File: src/rtl/pll_lock_detect.sv
// Lock detector for a divided clock: measures each half-period of clk_div in
// CLK cycles and declares lock after LOCK_CNT consecutive in-tolerance halves.
module pll_lock_detect #(
  parameter int unsigned EXP_HALF = 5,
  parameter int unsigned TOL      = 0,
  parameter int unsigned LOCK_CNT = 4,
  parameter int unsigned TIMEOUT  = 16,
  parameter int unsigned CW       = 5
) (
  input  logic          CLK,
  input  logic          reset,
  input  logic          clk_div,
  output logic          lock,
  output logic          err,
  output logic [CW-1:0] half_cnt,
  output logic [7:0]    fail_cnt
);

  localparam int unsigned MW = CW + 1;
  localparam int unsigned GW = (LOCK_CNT < 2) ? 1 : $clog2(LOCK_CNT + 1);

  localparam logic [CW-1:0] CNT_MAX   = CW'(TIMEOUT);
  localparam logic [CW-1:0] CNT_TO    = CW'(TIMEOUT - 1);
  localparam logic [MW-1:0] EXP_M     = MW'(EXP_HALF);
  localparam logic [MW-1:0] TOL_M     = MW'(TOL);
  localparam logic [GW-1:0] GOOD_LAST = GW'(LOCK_CNT - 1);

  typedef enum logic [1:0] {
    IDLE    = 2'd0,
    MEASURE = 2'd1,
    LOCKED  = 2'd2
  } state_t;

  state_t        state;
  logic          sync1, sync2, sync3;
  logic [CW-1:0] cnt;
  logic [GW-1:0] good_cnt;

  logic          div_edge;
  logic          timeout;
  logic          good;
  logic          fault;
  logic [MW-1:0] measured;
  logic [MW-1:0] diff;
  logic [CW-1:0] half_sat;

  // Two-flop synchronizer plus a delay stage for edge detection
  always_ff @(posedge CLK or negedge reset) begin
    if (!reset) begin
      sync1 <= 1'b0;
      sync2 <= 1'b0;
      sync3 <= 1'b0;
    end else begin
      sync1 <= clk_div;
      sync2 <= sync1;
      sync3 <= sync2;
    end
  end

  // Half-period counter, saturating at TIMEOUT
  always_ff @(posedge CLK or negedge reset) begin
    if (!reset) begin
      cnt <= '0;
    end else if (div_edge) begin
      cnt <= '0;
    end else if (cnt != CNT_MAX) begin
      cnt <= cnt + CW'(1);
    end
  end

  always_comb begin
    div_edge = sync2 ^ sync3;
    measured = MW'(cnt) + MW'(1);
    diff     = (measured >= EXP_M) ? (measured - EXP_M) : (EXP_M - measured);
    good     = (diff <= TOL_M);
    half_sat = measured[CW] ? '1 : measured[CW-1:0];
    // Edge takes priority: a timeout only counts in a cycle without an edge
    timeout  = !div_edge && (cnt == CNT_TO);
    fault    = 1'b0;
    if (state == MEASURE || state == LOCKED) begin
      fault = div_edge ? !good : timeout;
    end
  end

  always_ff @(posedge CLK or negedge reset) begin
    if (!reset) begin
      state    <= IDLE;
      good_cnt <= '0;
      lock     <= 1'b0;
      err      <= 1'b0;
      half_cnt <= '0;
      fail_cnt <= '0;
    end else begin
      err <= fault;
      if (fault && (fail_cnt != 8'hFF)) begin
        fail_cnt <= fail_cnt + 8'd1;
      end
      case (state)
        IDLE: begin
          lock <= 1'b0;
          if (div_edge) begin
            state    <= MEASURE;
            good_cnt <= '0;
          end
        end
        MEASURE: begin
          if (div_edge) begin
            half_cnt <= half_sat;
            if (good) begin
              good_cnt <= good_cnt + GW'(1);
              if (good_cnt == GOOD_LAST) begin
                state <= LOCKED;
                lock  <= 1'b1;
              end
            end else begin
              good_cnt <= '0;
            end
          end else if (timeout) begin
            state    <= IDLE;
            good_cnt <= '0;
          end
        end
        LOCKED: begin
          if (div_edge) begin
            half_cnt <= half_sat;
            if (!good) begin
              state    <= MEASURE;
              lock     <= 1'b0;
              good_cnt <= '0;
            end
          end else if (timeout) begin
            state    <= IDLE;
            lock     <= 1'b0;
            good_cnt <= '0;
          end
        end
        default: begin
          state    <= IDLE;
          lock     <= 1'b0;
          good_cnt <= '0;
        end
      endcase
    end
  end

endmodule

File: config.mk
export PLATFORM = sky130hd
export DESIGN_NAME = pll_lock_detect
export DESIGN_NICKNAME = d
export VERILOG_FILES = /design/src/rtl/pll_lock_detect.sv
export SDC_FILE = /design/constraint.sdc
export NUM_CORES = 1
export LEC_CHECK = 0
export BUFFER_PORTS_ARGS = -buffer_cell sky130_fd_sc_hd__buf_2
export CORE_MARGIN = 8
export CORE_UTILIZATION = 55
export CTS_CLUSTER_SIZE = 30
export DETAILED_ROUTE_END_ITERATION = 10
export PLACE_DENSITY = 0.75
export SETUP_SLACK_MARGIN = 0.5
export SYNTH_ARGS = -nofsm -noshare
export SYNTH_HDL_FRONTEND = slang
export SYNTH_SLANG_ARGS = --single-unit
File: constraint.sdc
create_clock -name CLK -period 7.9 [get_ports CLK]
set_input_delay 1.185 -clock CLK [delete_from_list [all_inputs] [get_ports CLK]]
set_output_delay 1.185 -clock CLK [all_outputs]
set_load 0.05 [all_outputs]
==> impl_metrics.tcl <==
set metrics [dict create \
    result_of_the_run "finished clean" \
    port-buffer-count 17 \
    worst-path-max-fanout 9 \
    cts.reportedPaths.clkPinSlew_ns 0.15 \
    vdd_drop_max_mv 0.2418 \
    relSlewSlack_pct 30.23 \
    clock-sinks 28 \
    die_y_um 71.48 \
    cp_slowest_stage_delay_ns 0.52 \
    syn_nets 185 \
    synth.area.top_cells "sky130_fd_sc_hd__dfrtp_1, sky130_fd_sc_hd__ha_1, sky130_fd_sc_hd__xnor2_1, sky130_fd_sc_hd__nor2_1, sky130_fd_sc_hd__a21oi_1" \
    finish.cell_count_without_fillers 219 \
    synthMostInstantiatedCell "sky130_fd_sc_hd__dfrtp_1" \
    yosysTopAreaCell "sky130_fd_sc_hd__dfrtp_1" \
    avgViaCountPerCell 5.763 \
    ctsHoldBuffers 0 \
    fmax_ghz 0.2961 \
    timing.hold.worst.class "flop to flop" \
    post-synth-top-area-fraction_pct 41.39 \
    drtAntennaViolNets 0 \
    dp_hpwl_um 2616 \
    fin_setup_tns_ns 0 \
    critical_path.cell_chain "ha_1 > and2_2 > ha_1 > o211ai_2 > or4_4 > a221oi_4 > a311oi_2 > nand2_2 > mux2_1" \
    drt_drc_violations_left 0 \
    clock_latency_ns 0.33 \
    timing_worst_setup_path_type "flop to flop" \
    cp.required_ns 8.13 \
    tritoncts.num_buffers 3 \
    report.final.slew_viol_count 0 \
    worst_setup_path_end_kind "flop" \
    grt_setup_unrepaired "no" \
    pin_count 18 \
    clk_buf_depth 2 \
    crit_top_cell "sky130_fd_sc_hd__ha_1" \
    kind_of_launch_point_of_the_worst_setup_path "flop" \
    setup_viol 0 \
    n_antenna_cell 0 \
    fp.dieArea_um2 5109 \
    htreeDepth 1 \
    worst_clock_skew_ns 0.003733 \
    drtIter0Drc 71 \
    synthDistinctLibCells 43 \
    maxCapViolations 0 \
    cts_tree "built" \
    avgSynthCellArea_um2 10.14 \
    grt_antenna_before_repair 0 \
    count_of_synthesis_stage_warnings_from_yosys 0 \
    grt_usage_pct 14.07 \
    finalHoldViolCount 0 \
    global_route_wire_length_before_repair_um 5871 \
    grt_max_degree 29 \
    yosys_most_used_dff "sky130_fd_sc_hd__dfrtp_1" \
    initial_core_util_pct 56.38 \
    sequential_cell_area_fraction_in_the_yosys_report_pct 41.39 \
    core.rowCount 20 \
    route.detailed.wl_per_inst_um 15.36 \
    cts.repair.resized 0 \
    grt_overflow_total 0 \
    power-per-cell-area_nw_per_um2 357.6 \
    dp.cells 215 \
    area_delta_synth_final_pct 9.238 \
    netlist_instances 167 \
    synth_seq_cells 28 \
    worst_path_max_delay_cell "sky130_fd_sc_hd__or4_4" \
    post_synth_instance_area_um2 1693 \
    share_of_layout_cells_above_drive_strength_1_pct 18.82 \
    post-route-period-util_pct 42.76 \
    final.fill_count 271 \
    core_area_um2 3003 \
    routed_wire_length_um 3364 \
    detailedRoute.firstPassIterationCount 4 \
    fin_nets 205 \
    cts.repair_timing.setup_buffer_count 0 \
    first_global_vias 1333 \
    worstMarginPinSlew_ns 1.043 \
    min_period_ns 3.378 \
    routabilityCongestion 0.9238 \
    arrival_ns 3.61 \
    detailroute.via_count 1262 \
    async_reset_ff_share_pct 100.0 \
    synth-edff-count 0 \
    die_width_um 71.48 \
    power.leakage_nw 0.8851 \
    ys_top_cells_by_count "sky130_fd_sc_hd__dfrtp_1, sky130_fd_sc_hd__nor2_1, sky130_fd_sc_hd__ha_1" \
    clk_root_buffer_cell "sky130_fd_sc_hd__clkbuf_4" \
]
==> metal layers <==
metal | wire length, um | track usage (%) | share of wire (%) | vias up
met5 | 0 | 0 | 0 | -
met4 | 64 | 7.256 | 1.9 | 0
met3 | 136 | 2.092 | 4.0 | 7
met2 | 1730 | 24.59 | 51 | 25
met1 | 1431 | 16.21 | 43 | 600
li1 | - | - | - | 630
==> critical path: cells and delay by family (launching register included) <==
kind / cells / cell delay (ns)
mux: 1 / 0.33
simple gates: 3 / 0.93
compound gates: 3 / 0.84
flops: 1 / 0.47
fa+ha+maj: 2 / 0.71
==> cell families (layout without fill, tap and decap cells) <==
kind of cell    Yosys count  after routing  synth area share (%)
simple gates             56             56                 17.37
compound gates           33             33                 15.00
mux                       6              6                 3.991
buf+inv                  16             35                 4.434
flops                    28             28                 41.39
fa+ha+maj                15             15                 11.09
xor+xnor                 13             13                 6.726
==> power by group <==
part,total (mW),switching (mW),internal (mW)
Sequential,0.216,0.0338,0.182
Clock,0.0938,0.0425,0.0513
Combinational,0.352,0.240,0.112
Total,0.661,0.316,0.345
==> path summary, 6_finish.rpt <==
check	start	to	slack, ns	cells past startpoint
worst max-delay path	cnt[0]	fail_cnt[1]	4.52	9
worst min-delay path	sync1	sync2	0.37	0
worst max register to register	cnt[0]	fail_cnt[1]	4.52	9
worst min register to register	sync1	sync2	0.37	0
max in group asynchronous	reset	sync3	6.66	1
min in group asynchronous	reset	half_cnt[2]	0.84	1
==> placed cells by master (no fill, tap or decap), types with 2 or more instances in the layout <==
master and n:
sky130_fd_sc_hd__a21oi_1 13, sky130_fd_sc_hd__a31oi_1 2, sky130_fd_sc_hd__and3_1 8, sky130_fd_sc_hd__buf_2 17, sky130_fd_sc_hd__clkbuf_4 3, sky130_fd_sc_hd__dfrtp_1 28, sky130_fd_sc_hd__ha_1 15, sky130_fd_sc_hd__inv_1 14
sky130_fd_sc_hd__mux2i_1 3, sky130_fd_sc_hd__nand2_1 9, sky130_fd_sc_hd__nand3_1 8, sky130_fd_sc_hd__nand4_1 2, sky130_fd_sc_hd__nor2_1 18, sky130_fd_sc_hd__nor3_1 2, sky130_fd_sc_hd__o21ai_0 2, sky130_fd_sc_hd__o31ai_1 2
sky130_fd_sc_hd__xnor2_1 11, sky130_fd_sc_hd__xor2_1 2
==> layout make-up <==
cell class,count,area (um2),area share [%]
clock inverter,1,30.03,1.624
multi-input combinational,123,917.1,49.59
inverter,14,52.55,2.842
tap,33,41.29,2.233
clock buffer,3,22.52,1.218
timing repair buffer,17,85.08,4.601
sequential,28,700.7,37.89
==> registers in the layout, indices dropped and copies added, names as in the netlist <==
signal and flops:
good_cnt 3, sync2 1, sync3 1, half_cnt 5, fail_cnt 8, state 2, sync1 1, cnt 5
lock 1, err 1
==> stage by stage <==
stage               total power, mW  hold slack [ns]  utilization [%]  area [um2]  setup WS (ns)
global route                 0.7016           0.3882            61.58        1849          4.327
CTS                          0.6666           0.3768            61.58        1849          4.529
detailed placement           0.5715           0.3418            59.83        1797          4.536
floorplan                    0.4934           0.3312                -        1693          4.787
global placement             0.5587           0.3419            59.83        1797          4.661
finish                       0.6613           0.3716            61.58        1849          4.522
Power figures use the tool's default switching activity.
